`src/rtl/sprite_pkg.sv`:
```
// Shared constants and types for the sprite raster scanner.
package sprite_pkg;

  // Default sprite dimensions for the two Pokemon sprites
  localparam int PLAYER_W = 54;
  localparam int PLAYER_H = 58;
  localparam int OPP_W    = 54;
  localparam int OPP_H    = 58;

  // Screen coordinate widths of the VGA adapter
  localparam int SCR_X_BITS = 8;
  localparam int SCR_Y_BITS = 7;

  typedef enum logic {
    IDLE = 1'b0,
    SCAN = 1'b1
  } scan_state_t;

endpackage

```
`src/rtl/sprite_addr_gen.sv`:
```
// Raster position counters and incrementally built (optionally mirrored) ROM address.
module sprite_addr_gen
  import sprite_pkg::*;
#(
  parameter int SPR_W  = PLAYER_W,
  parameter int SPR_H  = PLAYER_H,
  parameter int ADDR_W = $clog2(SPR_W * SPR_H),
  parameter int CX_W   = $clog2(SPR_W),
  parameter int CY_W   = $clog2(SPR_H)
) (
  input  logic              clock,
  input  logic              reset_c,
  input  logic              clr,
  input  logic              adv,
  input  logic              mirror_l,
  output logic [CX_W-1:0]   cx,
  output logic [CY_W-1:0]   cy,
  output logic [ADDR_W-1:0] rom_addr,
  output logic              last
);

  localparam logic [CX_W-1:0]   CX_LAST   = CX_W'(SPR_W - 1);
  localparam logic [CY_W-1:0]   CY_LAST   = CY_W'(SPR_H - 1);
  localparam logic [ADDR_W-1:0] ROW_STEP  = ADDR_W'(SPR_W);
  localparam logic [ADDR_W-1:0] COL_LAST  = ADDR_W'(SPR_W - 1);

  logic [ADDR_W-1:0] row_base;
  logic [ADDR_W-1:0] col_start;

  // A mirrored row starts at its rightmost column and walks leftwards
  assign col_start = mirror_l ? COL_LAST : '0;
  assign last      = (cx == CX_LAST) && (cy == CY_LAST);

  // Advance the raster; the address follows by +/-1 within a row and by row_base jumps between rows
  always_ff @(posedge clock or posedge reset_c) begin
    if (reset_c) begin
      cx       <= '0;
      cy       <= '0;
      row_base <= '0;
      rom_addr <= '0;
    end else if (clr) begin
      cx       <= '0;
      cy       <= '0;
      row_base <= '0;
      rom_addr <= col_start;
    end else if (adv) begin
      if (cx == CX_LAST) begin
        cx <= '0;
        if (last) begin
          cy       <= '0;
          row_base <= '0;
          rom_addr <= col_start;
        end else begin
          cy       <= cy + 1'b1;
          row_base <= row_base + ROW_STEP;
          rom_addr <= row_base + ROW_STEP + col_start;
        end
      end else begin
        cx       <= cx + 1'b1;
        rom_addr <= mirror_l ? rom_addr - 1'b1 : rom_addr + 1'b1;
      end
    end
  end

endmodule

```
`src/rtl/sprite_raster_scanner.sv`:
```
// Walks one sprite in raster order, drives the sprite ROM address and emits
// plot strobes with screen coordinates aligned to the ROM's read data.
module sprite_raster_scanner
  import sprite_pkg::*;
#(
  parameter int SPR_W  = PLAYER_W,
  parameter int SPR_H  = PLAYER_H,
  parameter int X_BITS = SCR_X_BITS,
  parameter int Y_BITS = SCR_Y_BITS,
  localparam int ADDR_W = $clog2(SPR_W * SPR_H)
) (
  input  logic              clock,
  input  logic              reset_c,
  input  logic              start,
  input  logic              enable,
  input  logic              mirror,
  input  logic [X_BITS-1:0] origin_x,
  input  logic [Y_BITS-1:0] origin_y,
  output logic              busy,
  output logic              done,
  output logic [ADDR_W-1:0] rom_addr,
  output logic [X_BITS-1:0] pix_x,
  output logic [Y_BITS-1:0] pix_y,
  output logic              plot
);

  localparam int CX_W = $clog2(SPR_W);
  localparam int CY_W = $clog2(SPR_H);

  scan_state_t       state;
  logic [X_BITS-1:0] origin_x_l;
  logic [Y_BITS-1:0] origin_y_l;
  logic              mirror_l;
  logic [CX_W-1:0]   cx;
  logic [CY_W-1:0]   cy;
  logic              last;
  logic              accept;
  logic              issue_p0;
  logic              last_p0;
  logic              mirror_sel;

  // start is ignored during the done cycle so a back-to-back request cannot restart early
  assign accept     = (state == IDLE) && start && !done;
  assign issue_p0   = (state == SCAN) && enable;
  assign last_p0    = issue_p0 && last;
  // The address generator needs the incoming mirror while clearing, the latched one while scanning
  assign mirror_sel = (state == IDLE) ? mirror : mirror_l;

  sprite_addr_gen #(
    .SPR_W (SPR_W),
    .SPR_H (SPR_H),
    .ADDR_W(ADDR_W),
    .CX_W  (CX_W),
    .CY_W  (CY_W)
  ) u_addr_gen (
    .clock   (clock),
    .reset_c (reset_c),
    .clr     (accept),
    .adv     (issue_p0),
    .mirror_l(mirror_sel),
    .cx      (cx),
    .cy      (cy),
    .rom_addr(rom_addr),
    .last    (last)
  );

  // Scan control: request latching, IDLE/SCAN sequencing, busy and done flags
  always_ff @(posedge clock or posedge reset_c) begin
    if (reset_c) begin
      state      <= IDLE;
      origin_x_l <= '0;
      origin_y_l <= '0;
      mirror_l   <= 1'b0;
      busy       <= 1'b0;
      done       <= 1'b0;
    end else begin
      done <= last_p0;
      busy <= accept || (state == SCAN);
      case (state)
        IDLE: begin
          if (accept) begin
            origin_x_l <= origin_x;
            origin_y_l <= origin_y;
            mirror_l   <= mirror;
            state      <= SCAN;
          end
        end
        SCAN: begin
          if (last_p0) state <= IDLE;
        end
        default: state <= IDLE;
      endcase
    end
  end

  // ---- stage p0 -> p1: one cycle to line up with the synchronous ROM data ----
  // Screen coordinates wrap modulo the coordinate width and never mirror
  always_ff @(posedge clock or posedge reset_c) begin
    if (reset_c) begin
      plot  <= 1'b0;
      pix_x <= '0;
      pix_y <= '0;
    end else begin
      plot <= issue_p0;
      if (issue_p0) begin
        pix_x <= origin_x_l + X_BITS'(cx);
        pix_y <= origin_y_l + Y_BITS'(cy);
      end
    end
  end

endmodule

```
`config.mk`:
```
export PLATFORM = sky130hd
export DESIGN_NAME = sprite_raster_scanner
export DESIGN_NICKNAME = d
export VERILOG_FILES = /design/src/rtl/sprite_pkg.sv /design/src/rtl/sprite_addr_gen.sv /design/src/rtl/sprite_raster_scanner.sv
export SDC_FILE = /design/constraint.sdc
export NUM_CORES = 1
export LEC_CHECK = 0
export ABC_CLOCK_PERIOD_IN_PS = 3700
export BUFFER_PORTS_ARGS = -buffer_cell sky130_fd_sc_hd__buf_2
export CORE_MARGIN = 2
export CORE_UTILIZATION = 50
export CTS_BUF_LIST = sky130_fd_sc_hd__clkbuf_2
export CTS_CLUSTER_SIZE = 10
export DETAILED_ROUTE_END_ITERATION = 7
export GPL_TIMING_DRIVEN = 0
export PLACE_DENSITY = 0.7
export SLEW_MARGIN = 20
export SYNTH_ARGS = -nofsm -noshare
export SYNTH_HDL_FRONTEND = slang
export SYNTH_SLANG_ARGS = --single-unit
```
`constraint.sdc`:
```
create_clock -name clock -period 3.7 [get_ports clock]
set_input_delay 0.74 -clock clock [delete_from_list [all_inputs] [get_ports clock]]
set_output_delay 0.74 -clock clock [all_outputs]
set_load 0.02 [all_outputs]
```
## Word-level counts from Yosys, hierarchy flattened

Cells that the tools add are included.

| cells by class | value |
|---|---|
| add/subtract/negate cells | 8 |
| multipliers | 0 |
| div/mod/pow operators | 0 |
| order comparisons | 0 |
| equal/unequal tests | 2 |
| shift operators | 0 |
| mux-type cells | 21 |
| bitwise gates (word level) | 1 |
| reductions and logical operators | 11 |

Operator list:

| operator | number |
|---|---|
| $mux W12 | 9 |
| $mux W6 | 8 |
| $add A12 B1 Y12 const B | 1 |
| $add A12 B12 Y12 | 1 |
| $add A12 B6 Y12 const B | 1 |
| $add A6 B1 Y6 const B | 2 |
| $eq A6 B6 Y1 const B | 2 |
| $sub A12 B1 Y12 const B | 1 |
| $add A8 B6 Y8 | 1 |
| $add A7 B6 Y7 | 1 |
| $logic_and A1 B1 Y1 | 5 |
| $reduce_and A2 Y1 | 2 |
| $reduce_bool A2 Y1 | 2 |
| $mux W1 | 3 |
| $pmux W1 S2 | 1 |
| $logic_not A1 Y1 | 1 |
| $logic_or A1 B1 Y1 | 1 |
| $not A1 Y1 | 1 |

| word-level totals | value |
|---|---|
| register bits after elaboration | 71 |
| latch bits | 0 |
| RAM bits | 0 |
| ROM bits | 0 |
| input port bits | 20 |
| output and inout bits | 30 |
| logic and storage cells | 56 |
| memories kept | 0 |

## Longest topological paths before layout

| logic depth | value |
|---|---|
| word-level depth | 7 |
| gate-level depth with buffers | 13 |
| mapped depth without buffers | 13 |

## Modules after synthesis

A second synthesis with hierarchy kept.

| unflattened totals | value |
|---|---|
| cells, all modules | 419 |
| area, all modules | 4204.0 um2 |

By module, submodules not included:

| module | times used | cells each | area an instance (um2) | sequential area each (um2) |
|---|---|---|---|---|
| sprite_addr_gen | 1 | 264 | 2417.3 | 875.8 |
| sprite_raster_scanner | 1 | 155 | 1786.7 | 875.8 |

## Worst setup path after synthesis

No wires, ideal clock.

| path | value |
|---|---|
| kind | in2reg |
| from | input port mirror |
| to | register u_addr_gen.rom_addr[10] |
| setup time | 0.138 ns |
| data arrival time | 2.840 ns |
| data required time | 3.562 ns |
| path slack | 0.722 ns |
| cell stages on the path | 10 |
| path buffers | 0 |
| cells stage by stage | mux2i_1 -> inv_1 -> ha_1 -> a21o_1 -> a31oi_1 -> o21ai_1 -> a31oi_1 -> o21ai_0 -> xnor2_1 -> o221ai_1 |

| between the ends | value |
|---|---|
| longest elaborated chain between the ends | 7 |
| elaborated cells between the ends (all ways) | 8 |
| those cells by class | 1 x add/sub; 7 x mux |

Ends and longest elaborated chain:

| item | line | text |
|---|---|---|
| from (decl) | sprite_raster_scanner.sv:16 | `input logic mirror,` |
| $mux W1 (*) | sprite_raster_scanner.sv:47 | `assign mirror_sel = (state == IDLE) ? mirror : mirror_l;` |
| $mux W6 | sprite_addr_gen.sv:31 | `assign col_start = mirror_l ? COL_LAST : '0;` |
| $add A12 B12 Y12 | sprite_addr_gen.sv:56 | `rom_addr <= row_base + ROW_STEP + col_start;` |
| $mux W12 | sprite_addr_gen.sv:49 | `if (last) begin` |
| $mux W12 (*) | sprite_addr_gen.sv:47 | `if (cx == CX_LAST) begin` |
| $mux W12 (*) | sprite_addr_gen.sv:46 | `end else if (adv) begin` |
| $mux W12 (*) | sprite_addr_gen.sv:41 | `end else if (clr) begin` |
| to (signal assigned) | sprite_addr_gen.sv:45 | `rom_addr <= col_start;` |
| to (signal assigned) | sprite_addr_gen.sv:52 | `rom_addr <= col_start;` |
| to (signal assigned) | sprite_addr_gen.sv:56 |  |
| to (decl) | sprite_addr_gen.sv:18 | `output logic [ADDR_W-1:0] rom_addr,` |

Mark *: on every way between the ends. The rest lies on a longest branch, timed or not. The select of a mux whose other input is x is not followed.
A chain may end at the register's enable or synchronous reset.

## Worst setup path after layout

| path | value |
|---|---|
| from | register state |
| to | register u_addr_gen.rom_addr[10] |

| between the ends | value |
|---|---|
| longest elaborated chain between the ends | 7 |
| elaborated cells between the ends (all ways) | 13 |
| those cells by class | 1 x add/sub; 7 x mux; 1 x bitwise; 4 x reduce/logical |

Ends and longest elaborated chain:

| item | line | text |
|---|---|---|
| from (decl) | sprite_raster_scanner.sv:30 | `scan_state_t state;` |
| from (signal assigned) | sprite_raster_scanner.sv:70 | `state <= IDLE;` |
| from (signal assigned) | sprite_raster_scanner.sv:85 | `state <= SCAN;` |
| from (signal assigned) | sprite_raster_scanner.sv:89 | `if (last_p0) state <= IDLE;` |
| $mux W1 | sprite_raster_scanner.sv:47 |  |
| $mux W6 | sprite_addr_gen.sv:31 |  |
| $add A12 B12 Y12 | sprite_addr_gen.sv:56 |  |
| $mux W12 | sprite_addr_gen.sv:49 |  |
| $mux W12 | sprite_addr_gen.sv:47 |  |
| $mux W12 | sprite_addr_gen.sv:46 |  |
| $mux W12 | sprite_addr_gen.sv:41 |  |

Several ways; a longest one is shown, not always the timed one. The select of a mux whose other input is x is not followed.

==> results.md <==
* YS warnings at 0
* R2r setup slk at roughly 380 ps
* Antenna Nets Post-Route at 0
* Worst Path Required at ~4100 ps
* RSZ-0062 raised after global routing: no
* Total number of vias at about 3600
* I/O Buffers at between 40 and 50
* Simple-Gate Fraction of Synth Area at between 15 and 20%
* Initial antenna violation count at 0
* Worst rel slew slack at 53.6%
* Fin crit period at 3320 ps
* Die width at just under 100 um
* Worst min-delay path class: in -> async
* R2R Path End: u_addr_gen.rom_addr[10]$_DFFE_PP0P_
* Die H at about 96 um
* Largest net degree at the start of global routing at 49
* Maxcap violations at 0
* Global route overflow at 0
* Number of global-route vias before repair at ~3400
* Final setup TNS at 0 ps
* Final hold slack at roughly 180 ps
* Synthesized flop and latch total at 70
* Final hold vios at 0
* Ratio of cells with drive above 1 in the final layout at ~16%
* Int Power at between 1000 and 1500 uW
* Mapped cell area at roughly 4300 um^2
* Status: completed
* Final WL at approximately 10000 um
* Avg WL per Cell at between 15 and 20 um
* Sw power at around 1000 uW
* Leading area contributor after synthesis: dfrtp_1
* Adder-cell share of the synthesized area at between 10% and 20%
* Reg2reg path depth at 11
* Total CTS buffers at 9
* Std-Cell Rows at 33
* Synth top area share at about 41%
* Sink Count at 70
* Mapped Cells at 470
* Largest cells by area after synthesis: dfrtp_1 (41%), ha_1 (9.4%), nand2_1 (8.1%)
* Post-synth EDFFs at 0
* First-pass GRT wire length at approximately 17000 um
* Max Fclk at about 0.30 GHz
* # hold bufs at CTS at 0
* CTS tree: built
* Fraction of synthesized area in multiplexers at 0.234%
* Ant diodes at 0
* Mapped Avg Cell Area at 9.09 um^2
* Core area at about 8300 um^2
* Slew @ Worst Pin at 693 ps
* Main combinational cell family by area after synthesis: compound AO/OA/AOI/OAI gates
* # IOs at 50
* Post-synth top flop: dfrtp_1
* # DRC at 0
* Max-slew violation count at 0
* Detailed router's first-iteration violation count at 200
* Via density at around 5.6
* Compound-Gate Fraction of Synth Area at approximately a fifth
* Critical R2R Launch: state$_DFF_PP0_
* Post-synth cell types at 56
* Part of the power in the clock network at between 10% and 20%
* Root buf cell: clkbuf_2
* Max Root-Sink Buffers at 2
* H-tree Lvls at 3
* Worst EP arrival at 3720 ps
* Xor/xnor share of the synthesized area at around 8.2%
* Setup crit start kind: flop
* Die footprint at 9300 um^2
* Leakage power at between 0.002 and 0.0025 uW
* Net count, final at about 590
* Synthesis-to-finish area growth at 12.2%
* VDD IR max at between 0.15 and 0.2 mV
* Crit Path Class: reg -> reg
* Clock-pin transition on the worst setup and hold timing paths at ~210 ps
* Post-CTS sizing at 0
* Syn_nets at roughly 530
* Starting Density at ~52%
* First drt pass iteration count at 4
* Switching Fraction at about 40%
* Sequential power share at just over 40%
* Final Setup Violations at 0
* Asr flop ratio synth at 100%
* Routability cong. at slightly below 0.8
* PwrDens at around 520 nW/um^2
* Logic pwr share at ~41%
* Critical Path Sink Type: flop
* Clock Latency Late Sink at ~500 ps
* Critical-path maximum fanout at 18
* Clk_skew at 35.0 ps
* Share of the yosys chip area belonging to registers at 41.0%
* GRT Overall Usage at between 20% and 30%
* Placed wire-length estimate at 7370 um
* Post-CTS setup buffers at 0
* Filler Cells Inserted at about 800
* Final Cycle Share at between 80 and 90%
[state kept, by name (all words and copies together), names as in the netlist, 6 cells and up]
| signal | count |
|---|---|
| origin_x_l | 8 |
| u_addr_gen.cx | 6 |
| pix_x | 8 |
| u_addr_gen.rom_addr | 12 |
| u_addr_gen.row_base | 11 |
| origin_y_l | 7 |
| pix_y | 7 |
| u_addr_gen.cy | 6 |
[cell families after synthesis]
family                   count (synthesis)
adder cells (fa/ha/maj)                 35
AND/OR/NAND/NOR                        148
XOR/XNOR                                39
other                                    1
multiplexers                             1
flip-flops                              70
buffers and inverters                   38
AO/OA/AOI/OAI                          138
[power groups by stage]
stage	registers (uW)	logic, uW	clock network [uW]
floorplan	1140	623	0
global placement	1040	971	0
detailed placement	1050	1000	0
CTS	1030	1010	458
global route	1050	1140	494
finish	1030	1010	448
[cell type report]
| type | count | area, um^2 | area share, % |
|---|---|---|---|
| Multi-Input combinational cell | 362 | 2360 | 49.3 |
| Sequential cell | 70 | 1750 | 36.6 |
| Timing Repair Buffer | 50 | 273 | 5.69 |
| Tap cell | 105 | 131 | 2.74 |
| Buffer | 18 | 83.8 | 1.75 |
| Inverter | 20 | 77.6 | 1.62 |
| Clock inverter | 6 | 62.6 | 1.31 |
| Clock buffer | 10 | 50.0 | 1.04 |
[metal layers]
metal  track usage (%)  routed length [um]  vias to the layer above  part of all wire, %
met2              37.7                4750                       90                   48
met4              7.04                 116                        0                  1.2
met1              32.3                4660                     1708                   47
met5                 0                   0                        -                    0
met3              3.18                 444                       15                  4.5
li1                  -                   -                     1765                    -
[how the worst max path moves through the flow]
stage / from / to / slack [ps] / cells after the start
3_5_place_dp: mirror / u_addr_gen.rom_addr[10]$_DFFE_PP0P_ / 150 / 11
2_1_floorplan: mirror / u_addr_gen.rom_addr[10]$_DFFE_PP0P_ / 720 / 10
4_1_cts: state$_DFF_PP0_ / u_addr_gen.rom_addr[10]$_DFFE_PP0P_ / 450 / 11
6_report: state$_DFF_PP0_ / u_addr_gen.rom_addr[10]$_DFFE_PP0P_ / 380 / 11
5_1_grt: state$_DFF_PP0_ / u_addr_gen.rom_addr[10]$_DFFE_PP0P_ / 150 / 11
3_3_place_gp: mirror / u_addr_gen.rom_addr[10]$_DFFE_PP0P_ / 190 / 11
[synth_stat cells (2+ instances only)]
cell and number:
a211oi_1 4, a21o_1 8, a21oi_1 26, a22oi_1 6, a31oi_1 10, and3_1 3, buf_2 4, clkbuf_1 12
dfrtp_1 70, fa_1 3, ha_1 32, inv_1 19, nand2_1 92, nand2_2 2, nand2b_1 2, nand3_1 7
nand4_1 5, nor2_1 22, nor2b_1 2, nor3_1 3, o211a_1 2, o211ai_1 3, o21ai_0 38, o21ai_1 14
o21bai_1 5, o221ai_1 3, o31ai_1 7, o32ai_1 2, xnor2_1 20, xor2_1 18
[stage by stage]
stage | cells | util [%] | setup slack [ps] | total power, uW | instance area (um^2)
after floorplan | 470 | - | 722 | 1770 | 4270
after global placement | 624 | 56.3 | 186 | 2010 | 4650
after detailed placement | 625 | 56.7 | 148 | 2050 | 4680
after CTS | 641 | 58.0 | 446 | 2500 | 4790
after global routing | 641 | 58.0 | 151 | 2680 | 4790
final | 641 | 58.0 | 385 | 2490 | 4790
[cells in the final DEF (no fill, tap or decap), types with 12 or more instances in the layout]
master     n
buf_2     53
xnor2_1   20
o21ai_0   38
nand2_1   92
ha_1      32
xor2_1    18
nor2_1    22
clkbuf_1  12
dfrtp_1   70
a21oi_1   26
inv_1     18
o21ai_1   14
[critical path, stage by stage, from the launching register on]
cell      delay, ps
dfrtp_1         360
buf_2           160
mux2i_1         420
inv_1           440
ha_1            470
a21o_1          210
a31oi_1         240
o21ai_1         160
a31oi_1         290
o21ai_0         160
xnor2_1         190
o221ai_1        130
No activity file was read; power rests on OpenSTA's default activity.
